### config.mk
export PLATFORM = sky130hd
export DESIGN_NAME = reg_file_sync
export DESIGN_NICKNAME = d
export VERILOG_FILES = /design/src/rtl/reg_file_sync.sv
export SDC_FILE = /design/constraint.sdc
export NUM_CORES = 1
export LEC_CHECK = 0
export CORE_MARGIN = 4
export CORE_UTILIZATION = 58
export DETAILED_ROUTE_END_ITERATION = 6
export DONT_BUFFER_PORTS = 1
export PLACE_DENSITY_LB_ADDON = 0.08
export SYNTH_ARGS = -nofsm -noshare
export SYNTH_HDL_FRONTEND = slang
export SYNTH_SLANG_ARGS = --single-unit
### constraint.sdc
create_clock -name clk -period 1.8 [get_ports clk]
set_input_delay 0.18 -clock clk [delete_from_list [all_inputs] [get_ports clk]]
set_output_delay 0.18 -clock clk [all_outputs]
set_load 0.02 [all_outputs]
### src/rtl/reg_file_sync.sv
// Parametrised clocked register file: one synchronous write port, two registered
// read ports with write-first bypass, and a hardware clear sweep with busy flag.
module reg_file_sync #(
  parameter int DATA_W   = 8,
  parameter int ADDR_W   = 4,
  parameter int ZERO_REG = 0
) (
  input  logic              clk,
  input  logic              rst,
  input  logic              we,
  input  logic [ADDR_W-1:0] w_addr,
  input  logic [DATA_W-1:0] w_data,
  input  logic              re,
  input  logic [ADDR_W-1:0] r_addr_1,
  input  logic [ADDR_W-1:0] r_addr_2,
  output logic [DATA_W-1:0] r_data_1,
  output logic [DATA_W-1:0] r_data_2,
  output logic              r_valid,
  input  logic              clr_req,
  output logic              busy
);

  localparam int DEPTH = 2 ** ADDR_W;
  localparam int NPORT = 2;

  typedef enum logic {IDLE, CLEAR} state_t;

  state_t              state_reg;
  logic [ADDR_W-1:0]   ptr_reg;
  logic                busy_reg;
  logic                r_valid_reg;
  logic [DATA_W-1:0]   regs [DEPTH];

  logic [ADDR_W-1:0]   r_addr      [NPORT];
  logic [DATA_W-1:0]   r_data_reg  [NPORT];
  logic [DATA_W-1:0]   r_data_next [NPORT];

  logic                wr_en;
  logic [ADDR_W-1:0]   wr_addr;
  logic [DATA_W-1:0]   wr_data;
  logic                rd_en;

  assign r_addr[0] = r_addr_1;
  assign r_addr[1] = r_addr_2;
  assign rd_en     = (state_reg == IDLE) && re;

  // The sweep shares the single write port; a clear request drops a concurrent write.
  always_comb begin
    wr_en   = 1'b0;
    wr_addr = w_addr;
    wr_data = w_data;
    if (state_reg == CLEAR) begin
      wr_en   = !rst;
      wr_addr = ptr_reg;
      wr_data = '0;
    end else begin
      wr_en = !rst && we && !clr_req && !((ZERO_REG != 0) && (w_addr == '0));
    end
  end

  always_ff @(posedge clk) begin
    if (wr_en)
      regs[wr_addr] <= wr_data;
  end

  generate
    for (genvar gi = 0; gi < NPORT; gi++) begin : g_rd_port
      assign r_data_next[gi] =
          !rd_en                                        ? r_data_reg[gi] :
          ((ZERO_REG != 0) && (r_addr[gi] == '0))       ? '0 :
          (wr_en && (r_addr[gi] == w_addr))             ? w_data :
                                                          regs[r_addr[gi]];
    end
  endgenerate

  always_ff @(posedge clk) begin
    for (int i = 0; i < NPORT; i++) begin
      if (rst)
        r_data_reg[i] <= '0;
      else
        r_data_reg[i] <= r_data_next[i];
    end
  end

  always_ff @(posedge clk) begin
    if (rst) begin
      state_reg   <= CLEAR;
      ptr_reg     <= '0;
      busy_reg    <= 1'b1;
      r_valid_reg <= 1'b0;
    end else begin
      case (state_reg)
        IDLE: begin
          r_valid_reg <= re;
          if (clr_req) begin
            state_reg <= CLEAR;
            ptr_reg   <= '0;
            busy_reg  <= 1'b1;
          end
        end
        CLEAR: begin
          r_valid_reg <= 1'b0;
          ptr_reg     <= ptr_reg + ADDR_W'(1);
          if (ptr_reg == {ADDR_W{1'b1}}) begin
            state_reg <= IDLE;
            busy_reg  <= 1'b0;
          end
        end
        default: begin
          state_reg <= CLEAR;
          ptr_reg   <= '0;
          busy_reg  <= 1'b1;
        end
      endcase
    end
  end

  assign r_data_1 = r_data_reg[0];
  assign r_data_2 = r_data_reg[1];
  assign r_valid  = r_valid_reg;
  assign busy     = busy_reg;

endmodule

==> results.md <==
Status:
- The run finished, with violations left.
- The checks that failed: design-rule violations, negative setup slack.

STA:
- Setup violations remaining at the end of the flow were counted as 11.
- The maximum clock rate is ~0.53 GHz.
- The number of failing hold endpoints at the final stage came to 0.
- The total negative setup slack is -0.397 ns.
- Between clock sinks in the finished design, the worst skew comes to between 0.006 and 0.007 ns.
- The worst-margin pin slew is 0.923 ns.
- Setup slack on the critical path of the routed design comes to -0.0751 ns.
- Setup repair after global routing could not meet its margin everywhere.
- The final worst hold slack is 0.0343 ns.
- Measured against its own limit, the worst slew margin works out to a little under two fifths.
- The final-report max-slew violation count is 0.
- The final worst-path cycle share is 104%.
- The routed design could run at a clock period as short as 1.88 ns.

Route:
- The number of search-and-repair iterations in the first detailed-routing pass is 7.
- The final route contains 4,804 vias.
- The detailed router finished its first iteration with 1,012 violations.
- In the routed layout, each cell is associated on average with a via count of a little over 7.
- In the final routed layout, each cell accounts on average for ~30 um.
- The count of nets left with antenna violations once routing finished came out at 0.
- The overall routed net length is roughly 20 mm.
- For this run, design rule violations remaining after detail routing come to 11.

Yosys:
- For this run, asynchronously set or reset flops after synthesis account for 0%.
- The most numerous cell in the Yosys netlist is sky130_fd_sc_hd__edfxtp_1.
- In this run, distinct cell masters in the synthesized netlist total 40.
- After synthesis, flip-flops and latches occupy between 50% and 60% of the total area.
- Synthesis handed over a netlist of around 470 instances.
- The cell area that synthesis handed to floorplanning was around 7400 um^2.
- The number of warnings reported in the yosys synthesis log is 0.
- The biggest area contributor in the post-synthesis netlist is sky130_fd_sc_hd__edfxtp_1.
- In the post-synthesis netlist, the biggest area contributors are sky130_fd_sc_hd__edfxtp_1 (52%), sky130_fd_sc_hd__mux4_2 (9.7%), sky130_fd_sc_hd__dfxtp_1 (6.2%), sky130_fd_sc_hd__mux4_1 (5.7%), sky130_fd_sc_hd__mux2i_1 (4.5%).
- The area share of the largest cell type after synthesis is between 50% and 60%.
- Sorting the synthesized cells by how often they occur yields sky130_fd_sc_hd__edfxtp_1 (128), sky130_fd_sc_hd__mux2i_1 (33), sky130_fd_sc_hd__mux4_2 (32).
- Synthesis produced a netlist with a net count of between 400 and 500.
- The synthesized area divided by synthesized cell count is 15.7 um^2.
- The most instantiated flip-flop cell in the synthesis netlist is sky130_fd_sc_hd__edfxtp_1.
- The number of enable-type register cells in the synthesized netlist is roughly 130.
- The total of flip-flops plus latches after synthesis is about 150.

Clock network:
- The clock input transition at the sequential cells of the worst setup and hold paths is roughly 0.06 ns.
- The count of clock tree sinks is roughly 150.
- In this run, CTS created clock tree buffers numbering 17.
- TritonCTS built the clock tree.
- The number of H-tree levels is 4.
- The clock tree buffer depth is 2.
- The worst-skew pair later-pin latency is between 0.4 and 0.5 ns.
- Clock tree synthesis selected as its root buffer the cell sky130_fd_sc_hd__clkbuf_16.

Critical path:
- The largest stage delay on the critical path is around 0.43 ns.
- The endpoint type of the worst setup path is a register.
- The setup path with the least slack is of type reg -> reg.
- The highest net fanout along the worst path is 2.
- The worst setup path is launched from a register.
- Walking the worst path, the cells encountered are buf_4, mux4_2, mux2_2, a222oi_1, a2111oi_0.
- Data arrives at the worst endpoint at about 2.1 ns.
- STA puts the critical path data required time at between 2 and 2.5 ns.
- The slowest stage cell on the critical path is sky130_fd_sc_hd__mux4_2.

Place:
- At the end of routability-driven placement, the weighted congestion stood at 0.894.
- The sum of net half-perimeters after detailed placement is ~13 mm.
- The number of buffers inserted by port buffering is 0.
- The post-place instance area is between 7000 and 8000 um^2.

Floorplan:
- The area of the core is roughly 13,000 um^2.
- Pin placement for this block handled 43 I/O pins.
- Measured along the y axis, the die boundary spans 121 um.
- The floorplan has 41 rows.
- From left edge to right edge, the die measures 121 um.
- The die covers between 10,000 and 15,000 um^2.
- The initial utilization of the core area, before any placement, comes to approximately three fifths.

Cells and area:
- The number of nets in the final layout is about 520.
- The register with the most flip-flops in the layout has ~130 of them.
- Relative to the synthesized area, the layout overhead comes to 12.6%.
- The count of fill cells added during filler insertion is about 900.
- The number of antenna repair diodes is 0.
- The final non-filler cell area is between 8000 and 9000 um^2.
- For this run, the share of the core covered by cells in the final layout is roughly two thirds.
- The post-route netlist has 30.1% of its cells at a drive strength greater than 1.

Global routing:
- The largest net degree at the start of global routing is between 40 and 50.
- The final global-route overflow total is 0.
- For this run, the total global-route usage over all layers was measured as 28.2%.
- The first global-routing pass estimated about 29 mm of wire.
- The initial antenna violation count is 0.
- The via count of the first global-routing pass is 4,783.

Hold path:
- The class of the most critical hold timing path is in -> reg.

Job:
- Max-cap violations in this run came to 0.

Pwr:
- The total power divided by cell area is roughly 940 nW/um^2.
- The leakage dissipation is 2.74 nW.
- The worst-case vdd ir drop is 810 uV.
==> cell type report <==
cell class | count | area [um^2] | share of cell area (%)
Tap cell | 172 | 215 | 2.58
Sequential cell | 151 | 4310 | 51.5
Clock inverter | 12 | 155 | 1.86
Timing Repair Buffer | 39 | 350 | 4.19
Inverter | 7 | 26.3 | 0.315
Multi-Input combinational cell | 273 | 2880 | 34.4
Clock buffer | 17 | 425 | 5.09
==> worst max-delay path, delay by kind of cell (launching register included) <==
kind                   cells  cell delay, ns
multiplexers               2            0.75
AO/OA/AOI/OAI              2            0.38
flip-flops                 1            0.42
buffers and inverters      1            0.15
==> placed cells by master, fill, tap and decap left out, drive strengths merged <==
| cell | netlist | final |
|---|---|---|
| edfxtp | 128 | 128 |
| mux4 | 48 | 48 |
| buf | 24 | 35 |
| mux2i | 33 | 33 |
| dfxtp | 23 | 23 |
| nor2 | 22 | 22 |
| nor3 | 20 | 20 |
| a21oi | 19 | 19 |
| o21ai | 19 | 19 |
| clkbuf | 18 | 17 |
| a221oi | 16 | 16 |
| a222oi | 16 | 16 |
| a2111oi | 16 | 16 |
| mux2 | 16 | 16 |
| nor2b | 11 | 11 |
| inv | 7 | 9 |
| xnor2 | 8 | 8 |
| clkinvlp | 0 | 4 |
| dlygate4sd3 | 0 | 4 |
| a32oi | 4 | 4 |
| nand2 | 4 | 4 |
| nand4 | 3 | 3 |
| bufinv | 0 | 3 |
| clkinv | 0 | 3 |
| nand2b | 2 | 2 |
| a311oi | 2 | 2 |
| and2 | 2 | 2 |
| and4 | 2 | 2 |
| a32o | 1 | 1 |
| nor3b | 1 | 1 |
| nand3 | 1 | 1 |
| or2 | 1 | 1 |
| nand4b | 1 | 1 |
| a21o | 1 | 1 |
| o31ai | 1 | 1 |
| a41oi | 1 | 1 |
| a221o | 1 | 1 |
| ha | 1 | 1 |
==> timing repair <==
item | in CTS | in global routing
hold buffers | 4 | 0
resized for setup | 18 | 38
pin swaps | 7 | 10
buffers inserted | 0 | 2
endpoints found under the setup margin | 210 | 214
hold endpoints to repair | 23 | 0
==> path summary, 6_finish.rpt <==
check	startpoint	end	slack (ns)	depth (start not counted)
max reg2reg	regs[1][1]	r_data_reg[1][1]	-0.08	5
min reg2reg	ptr_reg[2]	ptr_reg[2]	0.57	1
min	clr_req	ptr_reg[0]	0.03	3
max	regs[1][1]	r_data_reg[1][1]	-0.08	5
==> layer usage <==
metal | global-route usage (%) | vias to the layer above | part of all wire (%)
met5 | 0 | - | 0
met4 | 9.49 | 0 | 2.4
met3 | 10.1 | 38 | 12
met2 | 42.2 | 293 | 47
met1 | 38.7 | 2462 | 39
li1 | - | 2011 | -
==> cell families (layout without fill, tap and decap cells) <==
group / Yosys count / in the layout / share of synthesized area (%)
flip-flops: 151 / 151 / 58.0
AND/OR/NAND/NOR: 70 / 70 / 4.79
multiplexers: 97 / 97 / 22.3
adder cells (fa/ha/maj): 1 / 1 / 0.169
buffers and inverters: 49 / 75 / 3.90
AO/OA/AOI/OAI: 97 / 97 / 9.92
XOR/XNOR: 8 / 8 / 0.945
==> power by group <==
part | internal, mW | switching, mW | total [mW]
Clock | 2.15 | 1.37 | 3.53
Combinational | 0.283 | 0.240 | 0.524
Sequential | 3.79 | 0.0275 | 3.81
==> metrics by stage <==
| stage | setup slack [ns] | power [mW] | instances |
|---|---|---|---|
| 2_1_floorplan | -0.00988 | 4.31 | 473 |
| 6_report | -0.0751 | 7.87 | 671 |
| 3_5_place_dp | -0.127 | 4.35 | 636 |
| 3_3_place_gp | -0.0674 | 4.34 | 636 |
| 4_1_cts | -0.0994 | 7.86 | 669 |
| 5_1_grt | -0.110 | 8.11 | 671 |
Note: power is estimated with default switching activity, not from simulation.
